### src/rtl/mem_arb_pkg.sv
// Shared constants for the fetch/load-store memory arbiter:
// FSM state encodings and grant-owner identifiers.
package mem_arb_pkg;

  localparam logic [1:0] ST_IDLE  = 2'd0;
  localparam logic [1:0] ST_GNT_I = 2'd1;
  localparam logic [1:0] ST_GNT_D = 2'd2;
  localparam logic [1:0] ST_RESP  = 2'd3;

  localparam logic OWNER_I = 1'b0;
  localparam logic OWNER_D = 1'b1;

endpackage

### src/rtl/arb_timer.sv
// Counts granted cycles and flags when the no-ack limit has been reached.
module arb_timer #(
  parameter int TIMEOUT = 16
) (
  input  logic a_clk,
  input  logic a_rst,
  input  logic i_clr,
  input  logic i_inc,
  output logic o_expired
);

  localparam int TW = $clog2(TIMEOUT) + 1;

  logic [TW-1:0] count_q;
  logic [TW-1:0] count_d;

  always_comb begin
    count_d = count_q;
    if (i_clr) begin
      count_d = '0;
    end else if (i_inc) begin
      count_d = count_q + TW'(1);
    end
  end

  always_ff @(posedge a_clk) begin
    if (a_rst) begin
      count_q <= '0;
    end else begin
      count_q <= count_d;
    end
  end

  // The last granted cycle is the one in which the count equals TIMEOUT-1.
  assign o_expired = (count_q == TW'(TIMEOUT - 1));

endmodule

### src/rtl/mem_arbiter.sv
// Round-robin arbiter sharing one single-port memory between instruction
// fetch and load/store, with fetch squashing on redirect and a no-ack timeout.
module mem_arbiter
  import mem_arb_pkg::*;
#(
  parameter int A_WIDTH = 32,
  parameter int D_WIDTH = 32,
  parameter int TIMEOUT = 16
) (
  input  logic                   a_clk,
  input  logic                   a_rst,
  input  logic                   i_syn_i,
  input  logic [A_WIDTH-1:0]     i_addr_i,
  output logic [D_WIDTH-1:0]     o_data_i,
  output logic                   o_ack_i,
  input  logic                   i_flush,
  input  logic                   i_syn_d,
  input  logic                   i_we_d,
  input  logic [A_WIDTH-1:0]     i_addr_d,
  input  logic [D_WIDTH-1:0]     i_wdata_d,
  input  logic [D_WIDTH/8-1:0]   i_sel_d,
  output logic [D_WIDTH-1:0]     o_rdata_d,
  output logic                   o_ack_d,
  output logic                   o_mem_syn,
  output logic                   o_mem_we,
  output logic [A_WIDTH-1:0]     o_mem_addr,
  output logic [D_WIDTH-1:0]     o_mem_wdata,
  output logic [D_WIDTH/8-1:0]   o_mem_sel,
  input  logic [D_WIDTH-1:0]     i_mem_rdata,
  input  logic                   i_mem_ack,
  output logic                   o_owner,
  output logic                   o_err
);

  localparam int S_WIDTH = D_WIDTH / 8;

  logic [1:0]         state_q, state_d;
  logic               last_owner_q, last_owner_d;
  logic               squash_q, squash_d;
  logic               mem_syn_q, mem_syn_d;
  logic               mem_we_q, mem_we_d;
  logic [A_WIDTH-1:0] mem_addr_q, mem_addr_d;
  logic [D_WIDTH-1:0] mem_wdata_q, mem_wdata_d;
  logic [S_WIDTH-1:0] mem_sel_q, mem_sel_d;
  logic               owner_q, owner_d;
  logic [D_WIDTH-1:0] data_i_q, data_i_d;
  logic               ack_i_q, ack_i_d;
  logic [D_WIDTH-1:0] rdata_d_q, rdata_d_d;
  logic               ack_d_q, ack_d_d;
  logic               err_q, err_d;

  logic               elig_i;
  logic               elig_d;
  logic               pick_d;
  logic               granted;
  logic               done;
  logic [D_WIDTH-1:0] rsp_data;
  logic               tmr_clr;
  logic               tmr_inc;
  logic               tmr_expired;

  arb_timer #(
    .TIMEOUT (TIMEOUT)
  ) u_timer (
    .a_clk     (a_clk),
    .a_rst     (a_rst),
    .i_clr     (tmr_clr),
    .i_inc     (tmr_inc),
    .o_expired (tmr_expired)
  );

  assign elig_i   = i_syn_i & ~i_flush;
  assign elig_d   = i_syn_d;
  // Data wins when it is alone, or when both compete and fetch went last.
  assign pick_d   = elig_d & (~elig_i | (last_owner_q == OWNER_I));
  assign granted  = (state_q == ST_GNT_I) | (state_q == ST_GNT_D);
  // An ack in the expiring cycle still counts as a normal completion.
  assign done     = granted & (i_mem_ack | tmr_expired);
  assign rsp_data = i_mem_ack ? i_mem_rdata : '0;

  always_comb begin
    state_d      = state_q;
    last_owner_d = last_owner_q;
    squash_d     = squash_q;
    mem_syn_d    = mem_syn_q;
    mem_we_d     = mem_we_q;
    mem_addr_d   = mem_addr_q;
    mem_wdata_d  = mem_wdata_q;
    mem_sel_d    = mem_sel_q;
    owner_d      = owner_q;
    data_i_d     = data_i_q;
    rdata_d_d    = rdata_d_q;
    ack_i_d      = 1'b0;
    ack_d_d      = 1'b0;
    err_d        = 1'b0;
    tmr_clr      = 1'b0;
    tmr_inc      = granted & ~done;

    case (state_q)
      ST_IDLE: begin
        if (pick_d) begin
          state_d      = ST_GNT_D;
          owner_d      = OWNER_D;
          last_owner_d = OWNER_D;
          mem_syn_d    = 1'b1;
          mem_we_d     = i_we_d;
          mem_addr_d   = i_addr_d;
          mem_wdata_d  = i_wdata_d;
          mem_sel_d    = i_sel_d;
        end else if (elig_i) begin
          state_d      = ST_GNT_I;
          owner_d      = OWNER_I;
          last_owner_d = OWNER_I;
          mem_syn_d    = 1'b1;
          mem_we_d     = 1'b0;
          mem_addr_d   = i_addr_i;
          mem_sel_d    = '1;
        end
      end
      ST_GNT_I: begin
        if (i_flush) begin
          squash_d = 1'b1;
        end
        if (done) begin
          state_d   = ST_RESP;
          mem_syn_d = 1'b0;
          data_i_d  = rsp_data;
          err_d     = ~i_mem_ack;
          ack_i_d   = ~(squash_q | i_flush);
        end
      end
      ST_GNT_D: begin
        if (done) begin
          state_d   = ST_RESP;
          mem_syn_d = 1'b0;
          rdata_d_d = rsp_data;
          err_d     = ~i_mem_ack;
          ack_d_d   = 1'b1;
        end
      end
      default: begin
        // The completion pulse is visible during this cycle, so requesters
        // drop syn before the next IDLE sample and no double grant occurs.
        state_d  = ST_IDLE;
        squash_d = 1'b0;
        tmr_clr  = 1'b1;
      end
    endcase
  end

  always_ff @(posedge a_clk) begin
    if (a_rst) begin
      state_q      <= ST_IDLE;
      last_owner_q <= OWNER_D;
      squash_q     <= 1'b0;
      mem_syn_q    <= 1'b0;
      mem_we_q     <= 1'b0;
      mem_addr_q   <= '0;
      mem_wdata_q  <= '0;
      mem_sel_q    <= '0;
      owner_q      <= 1'b0;
      data_i_q     <= '0;
      ack_i_q      <= 1'b0;
      rdata_d_q    <= '0;
      ack_d_q      <= 1'b0;
      err_q        <= 1'b0;
    end else begin
      state_q      <= state_d;
      last_owner_q <= last_owner_d;
      squash_q     <= squash_d;
      mem_syn_q    <= mem_syn_d;
      mem_we_q     <= mem_we_d;
      mem_addr_q   <= mem_addr_d;
      mem_wdata_q  <= mem_wdata_d;
      mem_sel_q    <= mem_sel_d;
      owner_q      <= owner_d;
      data_i_q     <= data_i_d;
      ack_i_q      <= ack_i_d;
      rdata_d_q    <= rdata_d_d;
      ack_d_q      <= ack_d_d;
      err_q        <= err_d;
    end
  end

  assign o_data_i    = data_i_q;
  assign o_ack_i     = ack_i_q;
  assign o_rdata_d   = rdata_d_q;
  assign o_ack_d     = ack_d_q;
  assign o_mem_syn   = mem_syn_q;
  assign o_mem_we    = mem_we_q;
  assign o_mem_addr  = mem_addr_q;
  assign o_mem_wdata = mem_wdata_q;
  assign o_mem_sel   = mem_sel_q;
  assign o_owner     = owner_q;
  assign o_err       = err_q;

endmodule

### config.mk
export PLATFORM = sky130hd
export DESIGN_NAME = mem_arbiter
export DESIGN_NICKNAME = d
export VERILOG_FILES = /design/src/rtl/mem_arb_pkg.sv /design/src/rtl/arb_timer.sv /design/src/rtl/mem_arbiter.sv
export SDC_FILE = /design/constraint.sdc
export NUM_CORES = 1
export LEC_CHECK = 0
export BUFFER_PORTS_ARGS = -buffer_cell sky130_fd_sc_hd__buf_4
export CAP_MARGIN = 0
export CELL_PAD_IN_SITES_DETAIL_PLACEMENT = 0
export CELL_PAD_IN_SITES_GLOBAL_PLACEMENT = 1
export CORE_MARGIN = 2
export CORE_UTILIZATION = 33
export DETAILED_ROUTE_END_ITERATION = 6
export PLACE_DENSITY_LB_ADDON = 0.1
export SYNTH_ARGS = -nofsm -noshare
export SYNTH_HDL_FRONTEND = slang
export SYNTH_SLANG_ARGS = --single-unit
### constraint.sdc
create_clock -name a_clk -period 2.6 [get_ports a_clk]
set_clock_uncertainty 0.15 [all_clocks]
set_input_delay 0.26 -clock a_clk [delete_from_list [all_inputs] [get_ports a_clk]]
set_output_delay 0.26 -clock a_clk [all_outputs]
set_load 0.02 [all_outputs]
==> flow_metrics.env, run 1 <==
export IMPL_crit_buf_inv=1
export IMPL_worst_ep_arrival_time_ns=2.33
export IMPL_post_synth_num_cell_types=42
export IMPL_initial_core_util_pct=33.6
export IMPL_slew_headroom_pct=50.3
export IMPL_core_area_um2=17900
export IMPL_synth_async_reset_ratio_pct=0
export IMPL_timing_hold_worst_endpoint="o_mem_addr[16]"
export IMPL_portBuffers=276
export IMPL_synth_enable_flop_cells=0
export IMPL_number_of_flip_flops_and_latches_in_the_synthesized_netlist=147
export IMPL_grt_first_pass_wirelength_um=31900
export IMPL_synth_top_area_share_pct=49.0
export IMPL_yosysWarningCount=0
export IMPL_tns_ns=0
export IMPL_critical_path_top_delay_family="simple AND/OR/NAND/NOR gates"
export IMPL_finish_net_count=1193
export IMPL_cts_hold_buffers_added=103
export IMPL_synth_nets=842
export IMPL_drc_errors=0
export IMPL_min_period_over_period_pct=82.4
export IMPL_worstReg2RegStart="u_timer.count_q[0]"
export IMPL_route_vias_total=6134
export IMPL_synth_top_cell_by_area="dfxtp_1"
export IMPL_rr_endpoint="o_rdata_d[7]"
export IMPL_timing_final_max_slew_violations=0
export IMPL_cts_htree_levels=4
export IMPL_status="complete, no violations"
export IMPL_syn_inst=697
export IMPL_setup_violations=0
export IMPL_syn_area_um2=6010
export IMPL_synth_common_cells="nand2_1 (166), dfxtp_1 (147), a21oi_1 (103)"
export IMPL_rrSetupSlack_ns=0.46
export IMPL_vias_per_cell=4.76
export IMPL_clock_tree_root_cell="clkbuf_16"
export IMPL_clock_sinks=147
export IMPL_crit_path_top_delay_cell="dfxtp_1"
export IMPL_grt_setup_unrepaired="false"
export IMPL_tritoncts="done"
export IMPL_worst_slew_pin_slew_ns=0.743
export IMPL_gp_congestion=0.824
export IMPL_layout_cells_sized_above_1_pct=36.2
export IMPL_clk_transition_reported_paths_ns=0.06
export IMPL_finalHoldViolCount=0
export IMPL_drt_wirelength_per_cell_um=15.5
export IMPL_synth_ff_type="dfxtp_1"
export IMPL_critical_path_max_fanout=32
export IMPL_floorplan_die_area_um2=19300
export IMPL_drt_pass1_iterations=7
export IMPL_post_cts_repair_setup_buffers=0
export IMPL_critical_path_required_ns=2.79
export IMPL_worst_skew_pair_latency_ns=0.41
export IMPL_fp_dieH_um=139
export IMPL_final_antenna_net_count=0
export IMPL_area_growth_synth_to_final_pct=62.1
export IMPL_detail_route_wirelength_um=20000
export IMPL_timing_critical_path_mode_cell="ha_1"
export IMPL_critical_path_cell_chain="ha_1, and3_1, ha_1, o21a_1, and2_1, buf_4, nand3_1, a21oi_1"
export IMPL_cts_path_max_buffers=2
export IMPL_grt_ovfl_total=0
export IMPL_leakage_power_summed_over_all_cells_nw=4.08
export IMPL_cpPeakStageDelay_ns=0.38
export IMPL_cts_resized=0
export IMPL_r2r_worst_path_cells=8
export IMPL_vdd_ir_drop_worst_v=0.000456
export IMPL_cap_violations=0
export IMPL_synth_area_per_cell_um2=8.62
export IMPL_min_path_cells=3
export IMPL_post_route_min_period_ns=2.14
export IMPL_report_power_total_mw=8.09
export IMPL_yosysSeqAreaShare_pct=49.0
export IMPL_floorplan_io_pins=277
export IMPL_synth_most_common_cell="nand2_1"
export IMPL_pin_count_of_the_biggest_net_entering_global_routing=65
export IMPL_rows=49
export IMPL_holdCritPathClass="in -> reg"
export IMPL_antenna_cells_inserted=0
export IMPL_cp_start_kind="flip-flop"
export IMPL_cts_inserted_buffers=17
export IMPL_critical_path_class="reg -> reg"
export IMPL_detailed_place_hpwl_um=13300
export IMPL_number_of_antenna_violations_at_the_first_check_in_global_routing=0
export IMPL_first_global_vias=6328
export IMPL_power_per_cell_area_nw_per_um2=831
export IMPL_grt_usage_pct=20.3
export IMPL_hold_path_startpoint="i_addr_d[16]"
export IMPL_netlist_top_cells_area="dfxtp_1 (49%), nand2_1 (10%), a21oi_1 (8.6%)"
export IMPL_critical_path_endpoint_type="flip-flop"
export IMPL_horiz_die_dim_um=139
export IMPL_max_freq_mhz=467
export IMPL_drt_first_iter_violations=230
## state kept, by name, indices dropped and copies added (netlist names), 2 cells and up
name and cells:
o_data_i 32, o_mem_addr 32, o_mem_sel 4, o_mem_wdata 32
o_rdata_d 32, state_q 2, u_timer.count_q 5
## per-stage QoR
stage	utilization (%)	setup slack [ns]	hold WS [ns]	cell area, um2	instances
global route	54.4	0.244	0.0340	9740	1290
CTS	54.4	0.423	0.0186	9740	1290
global placement	45.3	0.550	0.264	8110	1155
finish	54.4	0.458	0.0394	9740	1290
floorplan	-	0.656	0.189	6010	697
detailed placement	45.3	0.434	0.265	8110	1155
## cell usage in the layout, fill, tap and decap left out, types with 4 or more instances in the layout
cell type and instances:
buf_4 286, nand2_1 166, dfxtp_1 147, a21oi_1 103, dlygate4sd3_1 103, nand3_1 65, nor2_1 47, a21oi_2 30
a211oi_2 30, clkbuf_16 17, ha_1 6, inv_1 5, o22ai_1 4, a211oi_1 4, clkbuf_8 4
## worst max-delay path by stage
stage | from | end | slack (ns) | cells past startpoint
floorplan | u_timer.count_q[0] | o_rdata_d[10] | 0.66 | 9
global placement | u_timer.count_q[0] | o_rdata_d[16] | 0.55 | 8
detailed placement | u_timer.count_q[0] | state_q[1] | 0.43 | 6
CTS | u_timer.count_q[0] | state_q[1] | 0.42 | 6
global route | u_timer.count_q[0] | o_rdata_d[10] | 0.24 | 8
finish | u_timer.count_q[0] | o_rdata_d[7] | 0.46 | 8
## layout make-up
type / instances / area [um2]
repair buffers: 392 / 3240
fillers: 1661 / 8170
multi-input cells: 485 / 2660
inverters: 5 / 18.8
well taps: 229 / 287
clock buffers: 24 / 492
flip-flops and latches: 147 / 2940
clock inverters: 8 / 100
## metal layers
metal  up-vias  part of all wire, %  track usage (%)
met4         0                  2.6             8.19
met1      2820                   43             24.4
met5         -                    0                0
li1       3062                    -                -
met3        37                  6.8             5.90
met2       215                   48             34.2
## cells by family (layout without fill, tap and decap cells)
| logic type | after synthesis | in the layout | share of synthesized area [%] |
|---|---|---|---|
| muxes | 1 | 1 | 0.167 |
| DFF | 147 | 147 | 49.0 |
| and+or+nand+nor | 297 | 297 | 21.2 |
| AOI/OAI and AO/OA | 178 | 178 | 21.2 |
| adders and majority gates | 6 | 6 | 1.25 |
| buffers and inverters | 65 | 429 | 6.77 |
| xor gates and xnor gates | 3 | 3 | 0.437 |
## worst min-delay path, cell delays in order
cell and delay, ns:
buf_4 0.11, a21oi_2 0.12, a211oi_2 0.07
## power breakdown
| group | total, mW | internal [mW] | switching, mW | leakage, nW |
|---|---|---|---|---|
| Sequential | 2.82 | 2.61 | 0.208 | 1.20 |
| Clock | 2.45 | 1.51 | 0.939 | 0.290 |
| Combinational | 2.81 | 1.17 | 1.64 | 2.59 |
| Total | 8.09 | 5.30 | 2.78 | 4.08 |
No activity file was read; power rests on OpenSTA's default activity.
==> inputs of run 2 (changes only) <==
--- a/config.mk
+++ b/config.mk
@@ -10,7 +10,7 @@
 export CELL_PAD_IN_SITES_DETAIL_PLACEMENT = 0
 export CELL_PAD_IN_SITES_GLOBAL_PLACEMENT = 1
 export CORE_MARGIN = 2
-export CORE_UTILIZATION = 33
+export CORE_UTILIZATION = 30
 export DETAILED_ROUTE_END_ITERATION = 6
 export PLACE_DENSITY_LB_ADDON = 0.1
 export SYNTH_ARGS = -nofsm -noshare
==> constraint.sdc (replaced) <==
create_clock -name a_clk -period 1.85 [get_ports a_clk]
set_clock_uncertainty 0.15 [all_clocks]
set_input_delay 0.185 -clock a_clk [delete_from_list [all_inputs] [get_ports a_clk]]
set_output_delay 0.185 -clock a_clk [all_outputs]
set_load 0.02 [all_outputs]
==> run 2 against run 1 <==
  * The run now ends with negative setup slack left
  * Critical path depth is the same
  * Worst setup slack lost 0.53 ns
  * Maximum frequency grew 12%
  * First-iteration DRC count grew 13%
  * Final cell count grew 7.3%
  * Register-to-register slack lost 0.53 ns
  * Critical endpoint is now o_data_i[12]
==> flow_metrics.env, run 2 (synthesized netlist as in run 1, its figures left out) <==
export IMPL_tritoncts="done"
export IMPL_final_antenna_net_count=0
export IMPL_worst_ep_arrival_time_ns=2.05
export IMPL_drt_wirelength_per_cell_um=16.6
export IMPL_p_clk_share_pct=28.5
export IMPL_clock_tree_root_cell="clkbuf_16"
export IMPL_rr_endpoint="o_data_i[12]"
export IMPL_whs_ns=0.0393
export IMPL_drt_first_iter_violations=260
export IMPL_floorplan_io_pins=277
export IMPL_worst_skew_pair_latency_ns=0.42
export IMPL_portBuffers=276
export IMPL_tns_ns=-2.45
export IMPL_max_freq_mhz=521
export IMPL_vias_per_cell=4.73
export IMPL_finalHoldViolCount=0
export IMPL_route_vias_total=6552
export IMPL_min_path_cells=4
export IMPL_critical_path_endpoint_type="flip-flop"
export IMPL_fill_cells=1773
export IMPL_clock_sinks=147
export IMPL_finish_cell_count_without_fillers=1384
export IMPL_report_power_total_mw=12.6
export IMPL_clk_transition_reported_paths_ns=0.06
export IMPL_place_area_um2=8340
export IMPL_grt_usage_pct=20.8
export IMPL_post_route_cell_area_um2=11100
export IMPL_layout_area_seq_um2=2950
export IMPL_finish_net_count=1251
export IMPL_cp_start_kind="flip-flop"
export IMPL_preCtsSetupSlack_ns=-0.191
export IMPL_p_int_mw=8.20
export IMPL_cts_inserted_buffers=17
export IMPL_drc_errors=0
export IMPL_number_of_antenna_violations_at_the_first_check_in_global_routing=0
export IMPL_final_core_util_pct=56.7
export IMPL_critical_path_class="reg -> reg"
export IMPL_cts_htree_levels=4
export IMPL_layout_cells_sized_above_1_pct=45.2
export IMPL_cap_violations=0
export IMPL_detailed_place_hpwl_um=13800
export IMPL_p_seq_share_pct=31.4
export IMPL_power_per_cell_area_nw_per_um2=1140
export IMPL_fp_dieH_um=146
export IMPL_final_common_cell="buf_4"
export IMPL_r2r_worst_path_cells=8
export IMPL_timing_final_max_slew_violations=0
export IMPL_power_switching_fraction_pct=35.0
export IMPL_worst_slew_pin_slew_ns=0.804
export IMPL_status="complete, but fails checks"
export IMPL_fraction_of_power_consumed_by_combinational_cells_pct=40.2
export IMPL_p_sw_mw=4.42
export IMPL_gp_congestion=0.796
export IMPL_rrSetupSlack_ns=-0.07
export IMPL_min_period_over_period_pct=104
export IMPL_cts_path_max_buffers=2
export IMPL_worstReg2RegStart="u_timer.count_q[1]"
export IMPL_grt_ovfl_total=0
export IMPL_critical_path_required_ns=1.99
export IMPL_multiInputGateArea_um2=3140
export IMPL_initial_core_util_pct=30.7
export IMPL_detail_route_wirelength_um=22900
export IMPL_holdCritPathClass="in -> reg"
export IMPL_grt_first_pass_wirelength_um=35400
export IMPL_area_growth_synth_to_final_pct=84.7
export IMPL_placed_cells_incl_taps=1201
export IMPL_drt_pass1_iterations=4
export IMPL_floorplan_die_area_um2=21200
export IMPL_timing_hold_worst_endpoint="o_mem_syn"
export IMPL_vdd_ir_drop_worst_v=0.000655
export IMPL_post_route_min_period_ns=1.92
export IMPL_pin_count_of_the_biggest_net_entering_global_routing=65
export IMPL_failed_checks="negative setup slack"
export IMPL_hold_path_startpoint="i_syn_i"
export IMPL_core_area_um2=19600
export IMPL_rows=51
export IMPL_setup_violations=65
export IMPL_first_global_vias=6728
export IMPL_critical_path_max_fanout=8
export IMPL_leakage_power_summed_over_all_cells_nw=4.51
export IMPL_grt_setup_unrepaired="true"
export IMPL_slew_headroom_pct=46.4
export IMPL_antenna_cells_inserted=0
export IMPL_min_setup_slack_post_route_ns=-0.0685
export IMPL_mostFrequentLayoutCells="buf_4 (291), dfxtp_1 (145), dlygate4sd3_1 (135)"
export IMPL_horiz_die_dim_um=146
==> run 2: layer usage <==
| metal | GRT usage, % | routed length, um |
|---|---|---|
| met5 | 0 | 0 |
| met1 | 23.7 | 9370 |
| met4 | 6.96 | 407 |
| met3 | 6.02 | 1430 |
| met2 | 37.2 | 11700 |
==> run 2: worst max path at each step <==
| stage | slack (ns) | start | to |
|---|---|---|---|
| 3_5_place_dp | -0.19 | u_timer.count_q[1] | state_q[1] |
| 4_1_cts | -0.10 | u_timer.count_q[1] | o_data_i[14] |
| 2_1_floorplan | 0.006 | u_timer.count_q[0] | o_rdata_d[10] |
| 3_3_place_gp | -0.06 | u_timer.count_q[0] | o_data_i[16] |
| 6_report | -0.07 | u_timer.count_q[1] | o_data_i[12] |
| 5_1_grt | -0.11 | u_timer.count_q[1] | o_data_i[15] |
==> run 2: power by group through the flow <==
stage	combinational, mW	sequential [mW]	clock [mW]
finish	5.07	3.96	3.59
global route	5.43	4.01	3.82
CTS	4.89	3.95	3.68
detailed placement	4.09	4.01	0
global placement	4.00	3.98	0
floorplan	2.05	4.52	0
==> run 2: critical path, stage by stage, from the launching register on <==
cell       delay, ns
dfxtp_2         0.34
ha_4            0.16
and3_4          0.18
ha_4            0.17
o21a_4          0.23
and2_4          0.21
clkbuf_16       0.18
nand3_1         0.09
a21oi_1         0.07
==> run 2: final cells by class <==
cell class                      count  area share, %
Timing Repair Buffer              450           36.6
Multi-Input combinational cell    485           28.2
Tap cell                          265           2.99
Clock inverter                     12           1.38
Sequential cell                   147           26.5
Clock buffer                       20           4.11
Inverter                            5          0.169
==> run 2: timing repair <==
action | CTS | global route
hold buffers | 135 | 0
pin swaps | 4 | 69
gates resized for setup | 29 | 97
endpoints found under the hold margin | 136 | 0
setup endpoints to repair | 67 | 68
buffers inserted | 4 | 3
cloned | 8 | 3
==> inputs of run 3 (changes only) <==
--- a/config.mk
+++ b/config.mk
@@ -10,7 +10,8 @@
 export CELL_PAD_IN_SITES_DETAIL_PLACEMENT = 0
 export CELL_PAD_IN_SITES_GLOBAL_PLACEMENT = 1
 export CORE_MARGIN = 2
-export CORE_UTILIZATION = 30
+export CORE_UTILIZATION = 31
+export CTS_BUF_LIST = sky130_fd_sc_hd__clkbuf_4
 export DETAILED_ROUTE_END_ITERATION = 6
 export PLACE_DENSITY_LB_ADDON = 0.1
 export SYNTH_ARGS = -nofsm -noshare
==> run 3 against run 2 <==
  * The flow still finishes with violations (negative setup slack)
  * Critical endpoint is now o_rdata_d[0]
  * Worst hold slack gained 0.20 ns
  * Die area is 3.1% lower
  * Maximum frequency is 2.1% lower
  * Wire length shrank 5.0%
  * Worst setup slack worse by 0.041 ns
  * Utilization is 0.47 points lower
  * First-iteration DRC count decreased by 16%
  * Sequential share of layout area increased by 1.3 points
  * Design area is 4.7% lower
  * Final cell count is 0.14% higher
  * Critical path depth increased by 1
  * Sequential power is essentially flat
  * Largest cell class unchanged
==> flow_metrics.env, run 3 (synthesized netlist as in run 1, its figures left out) <==
export IMPL_power_switching_fraction_pct=36.3
export IMPL_crit_path_top_delay_cell="dfxtp_2"
export IMPL_grt_usage_pct=20.2
export IMPL_detailed_place_hpwl_um=13300
export IMPL_detail_route_wirelength_um=21800
export IMPL_failed_checks="negative setup slack"
export IMPL_preCtsSetupSlack_ns=-0.108
export IMPL_fraction_of_power_consumed_by_combinational_cells_pct=43.6
export IMPL_cpPeakStageDelay_ns=0.37
export IMPL_clock_tree_root_cell="clkbuf_4"
export IMPL_portBuffers=276
export IMPL_cts_htree_levels=4
export IMPL_drt_pass1_iterations=4
export IMPL_number_of_antenna_violations_at_the_first_check_in_global_routing=1
export IMPL_rows=50
export IMPL_power_per_cell_area_nw_per_um2=1080
export IMPL_horiz_die_dim_um=143
export IMPL_fp_dieH_um=143
export IMPL_setup_violations=65
export IMPL_critical_path_class="reg -> reg"
export IMPL_max_freq_mhz=510
export IMPL_p_int_mw=7.25
export IMPL_p_sw_mw=4.13
export IMPL_timing_final_max_slew_violations=0
export IMPL_clock_sinks=147
export IMPL_initial_core_util_pct=31.9
export IMPL_tritoncts="done"
export IMPL_final_common_cell="buf_4"
export IMPL_status="complete, but fails checks"
export IMPL_mostFrequentLayoutCells="buf_4 (292), nand2_1 (163), dfxtp_1 (145)"
export IMPL_slew_headroom_pct=71.4
export IMPL_route_vias_total=6495
export IMPL_critical_path_required_ns=2.16
export IMPL_timing_critical_path_mode_cell="ha_4"
export IMPL_finalHoldViolCount=0
export IMPL_cap_violations=0
export IMPL_min_setup_slack_post_route_ns=-0.109
export IMPL_grt_setup_unrepaired="true"
export IMPL_clk_transition_reported_paths_ns=0.12
export IMPL_p_clk_share_pct=21.7
export IMPL_post_route_min_period_ns=1.96
export IMPL_report_power_total_mw=11.4
export IMPL_holdCritPathClass="in -> reg"
export IMPL_cts_path_max_buffers=2
export IMPL_critical_path_cell_chain="ha_4, and3_4, ha_4, o21a_1, buf_6, and2_4, clkbuf_16, nand3_2, a21oi_1"
export IMPL_finish_net_count=1256
export IMPL_worst_slew_pin_slew_ns=0.430
export IMPL_layout_cells_sized_above_1_pct=39.7
export IMPL_critical_path_top_delay_family="simple AND/OR/NAND/NOR gates"
export IMPL_min_period_over_period_pct=106
export IMPL_floorplan_io_pins=277
export IMPL_final_antenna_net_count=0
export IMPL_vias_per_cell=4.69
export IMPL_crit_buf_inv=2
export IMPL_grt_first_pass_wirelength_um=32800
export IMPL_pin_count_of_the_biggest_net_entering_global_routing=86
export IMPL_worst_skew_pair_latency_ns=0.53
export IMPL_first_global_vias=6543
export IMPL_cp_start_kind="flip-flop"
export IMPL_core_area_um2=18800
export IMPL_critical_path_max_fanout=5
export IMPL_cts_inserted_buffers=17
export IMPL_drt_first_iter_violations=218
export IMPL_grt_ovfl_total=0
export IMPL_critical_path_endpoint_type="flip-flop"
export IMPL_drt_wirelength_per_cell_um=15.7
export IMPL_area_growth_synth_to_final_pct=76.1
export IMPL_floorplan_die_area_um2=20500
export IMPL_p_seq_share_pct=34.7
export IMPL_gp_congestion=0.721
export IMPL_leakage_power_summed_over_all_cells_nw=4.38
export IMPL_drc_errors=0
export IMPL_vdd_ir_drop_worst_v=0.000431
export IMPL_worst_ep_arrival_time_ns=2.27
-- run 3: cell count changes in the layout (fill, tap and decap cells not counted), moves of 3 or more --
| cell | change |
|---|---|
| nand2_2 | -21 |
| nand2_1 | +31 |
| clkbuf_16 | -18 |
| nand3_4 | -4 |
| a21oi_2 | -28 |
| clkbuf_4 | +20 |
| nand3_1 | +6 |
| a21oi_1 | +28 |
| nand2_4 | -9 |
| dlygate4sd3_1 | +3 |
-- run 3: worst paths after layout --
| check | from | endpoint | slack [ns] | cells past startpoint |
|---|---|---|---|---|
| max | u_timer.count_q[0] | o_rdata_d[0] | -0.11 | 9 |
| min | i_flush | o_ack_i | 0.24 | 3 |
| max reg2reg | u_timer.count_q[0] | o_rdata_d[0] | -0.11 | 9 |
| min reg2reg | squash_q | o_ack_i | 0.30 | 1 |
-- run 3: layout make-up --
cell class	instances	area [um2]
antenna	2	5.00
clock buffer	20	150
clock inverter	12	204
fill	1690	8250
inverter	5	18.8
multi-input combinational	485	2840
sequential	147	2950
tap	260	325
timing repair buffer	455	4090
-- run 3: through the flow --
step	util, %	cell area (um2)	TNS, ns	cells	hold WS, ns
2_1_floorplan	-	6050	0	697	0.114
3_3_place_gp	44.5	8380	-0.781	1200	0.249
3_5_place_dp	44.5	8380	-4.58	1200	0.258
4_1_cts	55.2	10400	-2.82	1379	0.209
5_1_grt	56.2	10600	-11.81	1386	0.219
6_report	56.2	10600	-4.08	1386	0.242
-- run 3: power groups by stage --
stage	Combinational, mW	Sequential (mW)	Clock, mW
floorplan	2.05	4.52	0
global placement	4.06	3.98	0
detailed placement	4.14	4.01	0
CTS	4.81	3.94	2.56
global route	5.32	4.00	2.66
finish	4.96	3.95	2.47
-- run 3: layer usage --
metal  part of all wire [%]  global-route usage, %
met3                    6.5                   5.80
met4                    2.2                   7.02
met5                      0                      0
met2                     51                   36.7
met1                     40                   22.6
-- run 3: worst min-delay path, stage by stage --
cell and delay [ns]:
dlygate4sd3_1 0.53, buf_4 0.14, nor4_2 0.05
-- run 3: timing repair --
| item | in CTS | in global routing |
|---|---|---|
| endpoints found under the hold margin | 146 | 0 |
| cloned | 6 | 3 |
| gates resized for setup | 28 | 20 |
| pin swaps | 7 | 22 |
| hold buffers | 138 | 0 |
| setup endpoints to repair | 65 | 73 |
| setup buffers | 3 | 2 |
